## src/rtl/rv_ctrl_pkg.sv

```systemverilog
// Shared control definitions for the RV32I multicycle controller: sequencer
// state encoding and the opcode constants also used by control_unit.
package rv_ctrl_pkg;

    typedef enum logic [2:0] {
        IDLE    = 3'd0,
        FETCH   = 3'd1,
        DECODE  = 3'd2,
        EXECUTE = 3'd3,
        MEM     = 3'd4,
        WB      = 3'd5,
        FAULT   = 3'd7
    } seq_state_t;

    localparam logic [6:0] OPC_LOAD  = 7'b0000011;
    localparam logic [6:0] OPC_STORE = 7'b0100011;
    localparam logic [6:0] OPC_OP    = 7'b0110011;

endpackage

```

## src/rtl/seq_timeout_ctr.sv

```systemverilog
// Memory wait-cycle counter. expired is high during the last wait cycle that
// is still allowed, so the sequencer can leave for FAULT on that edge.
module seq_timeout_ctr #(
    parameter int MEM_TIMEOUT = 15
) (
    input  logic clk,
    input  logic rst,
    input  logic clear,
    input  logic enable,
    output logic expired
);

    localparam int CW = (MEM_TIMEOUT > 1) ? $clog2(MEM_TIMEOUT) : 1;
    localparam logic [CW-1:0] LAST = CW'(MEM_TIMEOUT - 1);

    logic [CW-1:0] count;

    // Saturate at LAST; the sequencer changes state (and thus clears) there.
    always_ff @(posedge clk) begin
        if (rst || clear)
            count <= '0;
        else if (enable && !expired)
            count <= count + 1'b1;
    end

    assign expired = (count == LAST);

endmodule

```

## src/rtl/multicycle_sequencer.sv

```systemverilog
// Multicycle RV32I sequencer: walks one instruction through
// FETCH/DECODE/EXECUTE/MEM/WB, owns the PC and retired counter, and faults on memory timeout.
module multicycle_sequencer
    import rv_ctrl_pkg::*;
#(
    parameter int          MEM_TIMEOUT = 15,
    parameter logic [31:0] PC_RESET    = 32'h0000_0000,
    parameter logic [31:0] PC_STEP     = 32'd4
) (
    input  logic        clk,
    input  logic        rst,
    input  logic        start,
    input  logic        halt,
    input  logic        is_load,
    input  logic        is_store,
    input  logic        write_en,
    input  logic        illegal,
    output logic        imem_req,
    input  logic        imem_ack,
    output logic        dmem_req,
    output logic        dmem_we,
    input  logic        dmem_ack,
    output logic        ir_en,
    output logic        alu_en,
    output logic        rf_we,
    output logic        wb_sel,
    output logic [31:0] pc,
    output logic [31:0] retired,
    output logic [2:0]  state,
    output logic        busy,
    output logic        fault
);

    seq_state_t  state_q, state_next;
    seq_state_t  retire_target;
    logic [31:0] pc_q, retired_q;
    logic        waiting, expired, retire, mem_op;

    assign mem_op        = is_load | is_store;
    assign retire_target = halt ? IDLE : FETCH;
    assign waiting       = ((state_q == FETCH) && !imem_ack) || ((state_q == MEM) && !dmem_ack);
    assign retire        = ((state_q == EXECUTE) && !mem_op && !write_en)
                         || ((state_q == MEM) && dmem_ack && !is_load)
                         || (state_q == WB);

    seq_timeout_ctr #(
        .MEM_TIMEOUT(MEM_TIMEOUT)
    ) u_timeout (
        .clk    (clk),
        .rst    (rst),
        .clear  (state_next != state_q),
        .enable (waiting),
        .expired(expired)
    );

    always_ff @(posedge clk) begin
        if (rst)
            state_q <= IDLE;
        else
            state_q <= state_next;
    end

    // An ack in the same cycle as expiry still counts as a completed access.
    always_comb begin
        state_next = state_q;
        case (state_q)
            IDLE:    if (start) state_next = FETCH;
            FETCH: begin
                if (imem_ack)     state_next = DECODE;
                else if (expired) state_next = FAULT;
            end
            DECODE:  state_next = (illegal || (is_load && is_store)) ? FAULT : EXECUTE;
            EXECUTE: begin
                if (mem_op)        state_next = MEM;
                else if (write_en) state_next = WB;
                else               state_next = retire_target;
            end
            MEM: begin
                if (dmem_ack)     state_next = is_load ? WB : retire_target;
                else if (expired) state_next = FAULT;
            end
            WB:      state_next = retire_target;
            FAULT:   state_next = FAULT;
            default: state_next = FAULT;
        endcase
    end

    always_comb begin
        imem_req = 1'b0;
        ir_en    = 1'b0;
        dmem_req = 1'b0;
        dmem_we  = 1'b0;
        alu_en   = 1'b0;
        rf_we    = 1'b0;
        wb_sel   = 1'b0;
        case (state_q)
            FETCH: begin
                imem_req = 1'b1;
                ir_en    = imem_ack;
            end
            EXECUTE: alu_en = 1'b1;
            MEM: begin
                dmem_req = 1'b1;
                dmem_we  = is_store;
            end
            WB: begin
                rf_we  = 1'b1;
                wb_sel = is_load;
            end
            default: ;
        endcase
    end

    always_ff @(posedge clk) begin
        if (rst) begin
            pc_q      <= PC_RESET;
            retired_q <= '0;
        end else if (retire) begin
            pc_q      <= pc_q + PC_STEP;
            retired_q <= retired_q + 32'd1;
        end
    end

    assign pc      = pc_q;
    assign retired = retired_q;
    assign state   = state_q;
    assign busy    = (state_q != IDLE) && (state_q != FAULT);
    assign fault   = (state_q == FAULT);

endmodule

```

## config.mk

```make
export PLATFORM = sky130hd
export DESIGN_NAME = multicycle_sequencer
export DESIGN_NICKNAME = d
export VERILOG_FILES = /design/src/rtl/rv_ctrl_pkg.sv /design/src/rtl/seq_timeout_ctr.sv /design/src/rtl/multicycle_sequencer.sv
export SDC_FILE = /design/constraint.sdc
export NUM_CORES = 1
export LEC_CHECK = 0
export CORE_MARGIN = 1
export CORE_UTILIZATION = 33
export DETAILED_ROUTE_END_ITERATION = 6
export HOLD_SLACK_MARGIN = 0.05
export SLEW_MARGIN = 20
export SYNTH_ARGS = -nofsm -noshare
export SYNTH_HDL_FRONTEND = slang
export SYNTH_HIERARCHICAL = 1
export SYNTH_SLANG_ARGS = --single-unit
```

## constraint.sdc

```tcl
create_clock -name clk -period 2.34 [get_ports clk]
set_input_delay 0.351 -clock clk [delete_from_list [all_inputs] [get_ports clk]]
set_output_delay 0.351 -clock clk [all_outputs]
set_load 0.005 [all_outputs]
```

==> reports/results.txt, run 1 <==
Buf/Inv on CP: 2
Largest delay contributor family on the critical path: compound AO/OA/AOI/OAI gates
VDD IR-drop max: 314.2 uV
CTS root buf: clkbuf_8
Vias per cell: 5.298
Sequential element share of the synthesized area: 38.06%
Final Skew: 6.982 ps
H-tree depth: 3
Layout cells sized above 1: 12.48%
Final min period: 2130 ps
FF-to-FF path depth: 10
Main flop type after synthesis: dfxtp_1
Design area: 4970 sq um
CP Data Arrival Time: 2360 ps
Clk_lat worst skew: 340 ps
Clk buf depth: 2
Vias: 3523
Asr flop ratio synth: 0%
Max FO, Critical Path: 8
Total track usage: 17.01%
Die W: 106.9 microns
Reg clk slew, reported paths: 80 ps
Residual DRC: 0
Setup CP Type: reg2reg
Max stage delay on crit path: 350 ps
Least-Margin Pin Slew: 797.8 ps
Area Overhead vs Synth: 36.92%
Synth top area cells: dfxtp_1, a21oi_1, nor2_1, xor2_1, o31ai_1
Detail Route Antenna Nets: 0
Clock sink count: 69
Gpl congestion: 0.8239
HPWL Detailed: 6771 microns
Hold Crit Depth: 2
Dominant cell type by area after synthesis: dfxtp_1
Die Y: 106.9 microns
Placed cell areas: 4693 sq um
Area of the die: 11420 sq um
Min-delay worst type: reg2reg
Num CTS Buffers: 9
Max-slew headroom: 46.81%
Post-Syn Area per Cell: 8.481 sq um
Drt total wl: 9497 microns
Reg-to-reg slack, setup: 210 ps
DR WL/cell: 14.28 microns
Cell with the most instances after synthesis: dfxtp_1
TNS Setup: 0 ps
Period utilization: 91.04%
Top Ports: 86
Hold endpoint: pc[31]$_SDFFE_PP0P_
Startpoint Class: register
Total of max-cap violations: 0
Final slew viol count: 0
Crit. End Element: register
Number of synthesized register bits: 69
Final setup violation count: 0
Detailed Routing Iterations Pass 1: 4
Vias in the first global route: 3203
Power density over cell area: 553.5 nW/um^2
Nets: 538
Reg-to-reg critical path endpoint: u_timeout/count[3]$_SDFFE_PP0P_
Most frequent cells after synthesis: dfxtp_1, nor2_1, a21oi_1, nand2_1, xor2_1
Antenna violations before repair: 0
Synth warnings: 6
Leak pwr: 1.661 nW
Fin util: 47.29%
Post-CTS Setup Inserts: 0
FILL cells: 1018
Initial DRC Count: 118
Synth Instances: 428
Ant diodes: 0
Row Count: 37
Core Box Area: 10510 sq um
R2R Path Start: u_timeout/count[0]$_SDFFE_PP0P_
Fmax: 469.4 MHz
Post-synth EDFFs: 0
Hold_sp: pc[31]$_SDFFE_PP0P_
Final hold viol count: 0
Pin count of the biggest net entering global routing: 42
Global-route wire length before repair: 15640 microns
CTS tree: built
Status: finished, final reports clean
IO buf count: 83
Total gr overflow: 0
Yosys top cell area share: 38.06%
Yosys cell types: 64
CP max-delay cell: dfxtp_1
Tot Pwr: 2.751 mW
Synth Cell Area: 3630 sq um
Worst Path Required: 2570 ps
Initial Util: 34.54%
Crit path cell chain: inv_1, ha_1, nand3_2, inv_2, nor2_1, a21oi_1, o31ai_1, a22oi_1, a211o_1, o41ai_1
==> through the flow <==
stage / hold slack (ps) / std cells / worst slack [ps]
5_1_grt: 519.3 / 665 / -6.846
6_report: 481.5 / 665 / 209.8
3_3_place_gp: 466.3 / 649 / -44.31
4_1_cts: 487.8 / 665 / 91.98
3_5_place_dp: 476.9 / 649 / -103.7
2_1_floorplan: 424.5 / 429 / 241.1
==> cells by family (layout without fill, tap and decap cells) <==
kind of cell	count (synthesis)	after routing	share of synthesized area (%)
AO/OA/AOI/OAI	114	114	20.89
XOR/XNOR	29	29	6.997
adder cells (fa/ha/maj)	4	4	1.379
buffers and inverters	35	135	4.860
flip-flops	69	69	38.06
multiplexers	4	4	1.172
other	1	2	0.1033
AND/OR/NAND/NOR	172	172	26.54
==> state kept, by name, summed over array words and instances, names as in the netlist <==
name             flops
pc                  30
u_timeout/count      4
state                3
retired             32
==> per-layer routing <==
layer / vias up / GRT usage [%] / part of all wire (%)
li1: 1791 / - / -
met1: 1642 / 23.19 / 49
met2: 78 / 26.96 / 46
met5: - / 0 / 0
met4: 0 / 5.284 / 1.2
met3: 12 / 3.343 / 3.7
==> timing repair <==
item,CTS,global route
hold buffers,0,0
gates resized for setup,0,3
endpoints found under the setup margin,0,4
==> how the worst max path moves through the flow <==
stage                                    start                              end  slack [ps]  cells past startpoint
5_1_grt        u_timeout/count[0]$_SDFFE_PP0P_  u_timeout/count[3]$_SDFFE_PP0P_          -7                     12
6_report       u_timeout/count[0]$_SDFFE_PP0P_  u_timeout/count[3]$_SDFFE_PP0P_         210                     10
3_5_place_dp                          imem_ack  u_timeout/count[3]$_SDFFE_PP0P_        -100                      9
4_1_cts                    state[0]$_SDFF_PP0_                            ir_en          90                      5
3_3_place_gp                           is_load         retired[22]$_SDFFE_PP0P_         -40                      7
2_1_floorplan              state[1]$_SDFF_PP0_  u_timeout/count[3]$_SDFFE_PP0P_         240                      9
==> worst reg2reg max path, stage by stage (launching register included) <==
cell	delay, ps
dfxtp_1	350
inv_1	80
ha_1	210
nand3_2	110
inv_2	90
nor2_1	90
a21oi_1	50
o31ai_1	220
a22oi_1	130
a211o_1	350
o41ai_1	340
==> layout make-up <==
cell class	instances	area (sq um)	share of cell area (%)
flip-flops and latches	69	1384	27.84
well taps	136	170.2	3.424
multi-input cells	325	2078	41.82
inverters	8	30.03	0.6042
repair buffers	111	1036	20.85
clock inverters	6	133.9	2.694
clock buffers	10	137.6	2.769
==> placed cells by master (no fill, tap or decap), types with 4 or more instances in the layout <==
cell type | Yosys | final
a211oi_1 | 6 | 6
a21oi_1 | 38 | 38
and3_1 | 7 | 7
and4_1 | 5 | 5
buf_4 | 6 | 28
bufinv_16 | 0 | 4
clkbuf_8 | 0 | 10
clkdlybuf4s50_1 | 0 | 82
dfxtp_1 | 69 | 67
ha_1 | 4 | 4
inv_1 | 7 | 7
nand2_1 | 20 | 20
nand3_1 | 17 | 17
nand4_1 | 14 | 14
nor2_1 | 50 | 49
nor2b_1 | 4 | 4
nor3_1 | 6 | 6
o2111ai_1 | 11 | 11
o211ai_1 | 5 | 5
o21ai_0 | 15 | 15
o21ai_1 | 7 | 7
o31ai_1 | 15 | 15
or3_1 | 16 | 16
or4_1 | 15 | 15
xnor2_1 | 11 | 11
xor2_1 | 18 | 18
==> where the power goes <==
part	internal [mW]	switching, mW
clock	0.845	0.463
combinational	0.121	0.122
sequential	1.18	0.0159
Note: power is estimated with default switching activity, not from simulation.
==> run 2, diff against run 1 <==
--- a/config.mk
+++ b/config.mk
@@ -7,6 +7,7 @@
 export LEC_CHECK = 0
 export CORE_MARGIN = 1
 export CORE_UTILIZATION = 33
+export CTS_CLUSTER_DIAMETER = 100
 export DETAILED_ROUTE_END_ITERATION = 6
 export HOLD_SLACK_MARGIN = 0.05
 export SLEW_MARGIN = 20
==> results of run 2 <==
The final DEF is identical to that of run 1; final timing and power are the same.
==> run 3, diff against run 2 <==
--- a/config.mk
+++ b/config.mk
@@ -5,6 +5,7 @@
 export SDC_FILE = /design/constraint.sdc
 export NUM_CORES = 1
 export LEC_CHECK = 0
+export CORE_ASPECT_RATIO = 1.2
 export CORE_MARGIN = 1
 export CORE_UTILIZATION = 33
 export CTS_CLUSTER_DIAMETER = 100
==> run 3 against run 2 <==
The run now ends with design-rule violations left. Core utilization fell by 0.53 points. Die area barely moved. Register-to-register slack got worse by 20 ps. Worst hold slack barely moved. Critical path depth fell by 2. Fmax fell by 0.93%. Routed wire length fell by 0.17%. Global-route usage barely moved. Sequential power barely moved. Clock power fell by 5%. First-iteration DRC count rose by 25%. Critical path type unchanged.
==> reports/results.txt, run 3 (synthesis gave the netlist of run 1 again) <==
CP Data Arrival Time: 2370 ps
Min-delay worst type: reg2reg
Final min period: 2150 ps
Antenna violations before repair: 0
Core Box Area: 10620 sq um
Final Skew: 8.878 ps
Initial Util: 34.18%
Placed instance count: 640
DR WL/cell: 14.45 microns
CP max-delay cell: dfxtp_1
Pre-CTS setup slack: -107.4 ps
Most common cell after layout, fill and taps aside: clkdlybuf4s50_1
Seq pwr share: 44.4%
Die W: 97.74 microns
Residual DRC: 9
Area Overhead vs Synth: 36.81%
Drt total wl: 9481 microns
Least-Margin Pin Slew: 822.9 ps
Row Count: 41
CTS root buf: clkbuf_16
H-tree depth: 3
Max FO, Critical Path: 6
NetSw: 0.6784 mW
Clock network fraction of total power: 46.4%
Total of max-cap violations: 0
Post-CTS Setup Inserts: 0
Pin count of the biggest net entering global routing: 41
Nets: 536
Area of the die: 11420 sq um
Hold Crit Depth: 2
Global-route wire length before repair: 15900 microns
Logic pwr share: 9.2%
Detail Route Antenna Nets: 0
Highest-count cells in the layout ignoring fill and taps: clkdlybuf4s50_1, dfxtp_1, nor2_1
Gpl congestion: 0.7868
Buf/Inv on CP: 0
Setup CP Type: reg2reg
FF-to-FF path depth: 8
Int Pwr: 2.028 mW
Worst Hold Slack: 481.1 ps
VDD IR-drop max: 352.1 uV
Period utilization: 91.89%
FILL cells: 1049
Vias: 3575
Num CTS Buffers: 9
Max stage delay on crit path: 420 ps
Fin cells: 656
Clk_lat worst skew: 330 ps
Failing checks: design-rule violations
Final setup violation count: 0
Max FFs per register: 32
Tot Pwr: 2.707 mW
IO buf count: 83
Power density over cell area: 545.0 nW/um^2
Detailed Routing Iterations Pass 1: 6
Reg clk slew, reported paths: 60 ps
Worst setup margin: 189.9 ps
Clock sink count: 69
Clk buf depth: 2
HPWL Detailed: 6790 microns
Crit. End Element: register
Initial DRC Count: 147
Vias per cell: 5.450
Largest delay contributor family on the critical path: compound AO/OA/AOI/OAI gates
Worst Path Required: 2560 ps
Placed cell areas: 4682 sq um
Final hold viol count: 0
TNS Setup: 0 ps
Die Y: 116.9 microns
Max-slew headroom: 45.14%
Fmax: 465.1 MHz
Design area: 4966 sq um
Total gr overflow: 0
Total track usage: 17.01%
Vias in the first global route: 3348
Stages on the worst setup path: 8
CTS tree: built
Ant diodes: 0
RSZ-0062 raised after global routing: no
Crit path cell chain: and2b_2, a32o_1, a221oi_2, a22oi_1, a211o_1, nor2_1, o211ai_1, o41ai_1
Fin util: 46.77%
Status: finished with violations
Startpoint Class: register
Layout cells sized above 1: 11.95%
Top Ports: 86
Leak pwr: 1.654 nW
Sw frac: 25.07%
Final slew viol count: 0
## run 3: cell types whose count changed in the layout (fill, tap and decap cells not counted), moves of 2 or more
cell,previous run,this run
buf_4,28,25
clkinvlp_4,0,2
clkbuf_16,0,9
bufinv_16,4,0
clkbuf_8,10,0
## run 3: final cells by class
class / count / area [sq um] / area share (%)
clock buffer: 9 / 225.2 / 4.535
clock inverter: 7 / 51.30 / 1.033
inverter: 8 / 30.03 / 0.6047
multi-input combinational: 325 / 2082 / 41.93
sequential: 69 / 1383 / 27.84
tap: 129 / 161.4 / 3.250
timing repair buffer: 109 / 1033 / 20.81
## run 3: power by group through the flow
stage	Sequential (mW)	Combinational, mW	Clock (mW)
2_1_floorplan	1.22	0.133	0
3_3_place_gp	1.23	0.243	0
3_5_place_dp	1.23	0.246	0
4_1_cts	1.20	0.248	1.28
5_1_grt	1.20	0.272	1.35
6_report	1.20	0.250	1.25
## run 3: what timing repair did
item	CTS	global route
setup endpoints to repair	0	3
hold buffers	0	0
gates resized for setup	0	2
## run 3: worst min-delay path: stages (launching register included)
cell and delay, ps:
dfxtp_1 320, o31ai_1 60, a21oi_1 50
## run 3: per-layer routing
metal  share of wire, %  track usage [%]  routed length, microns
met2                 48            29.50                    4598
met1                 46            21.07                    4357
met4                1.7            7.374                     165
met3                3.8            2.791                     360
met5                  0                0                       0
## run 3: worst paths after layout
path / startpoint / endpoint / slack, ps
max: state[1]$_SDFF_PP0_ / u_timeout/count[3]$_SDFFE_PP0P_ / 190
min: pc[31]$_SDFFE_PP0P_ / pc[31]$_SDFFE_PP0P_ / 480
max reg2reg: state[1]$_SDFF_PP0_ / u_timeout/count[3]$_SDFFE_PP0P_ / 190
min reg2reg: pc[31]$_SDFFE_PP0P_ / pc[31]$_SDFFE_PP0P_ / 480
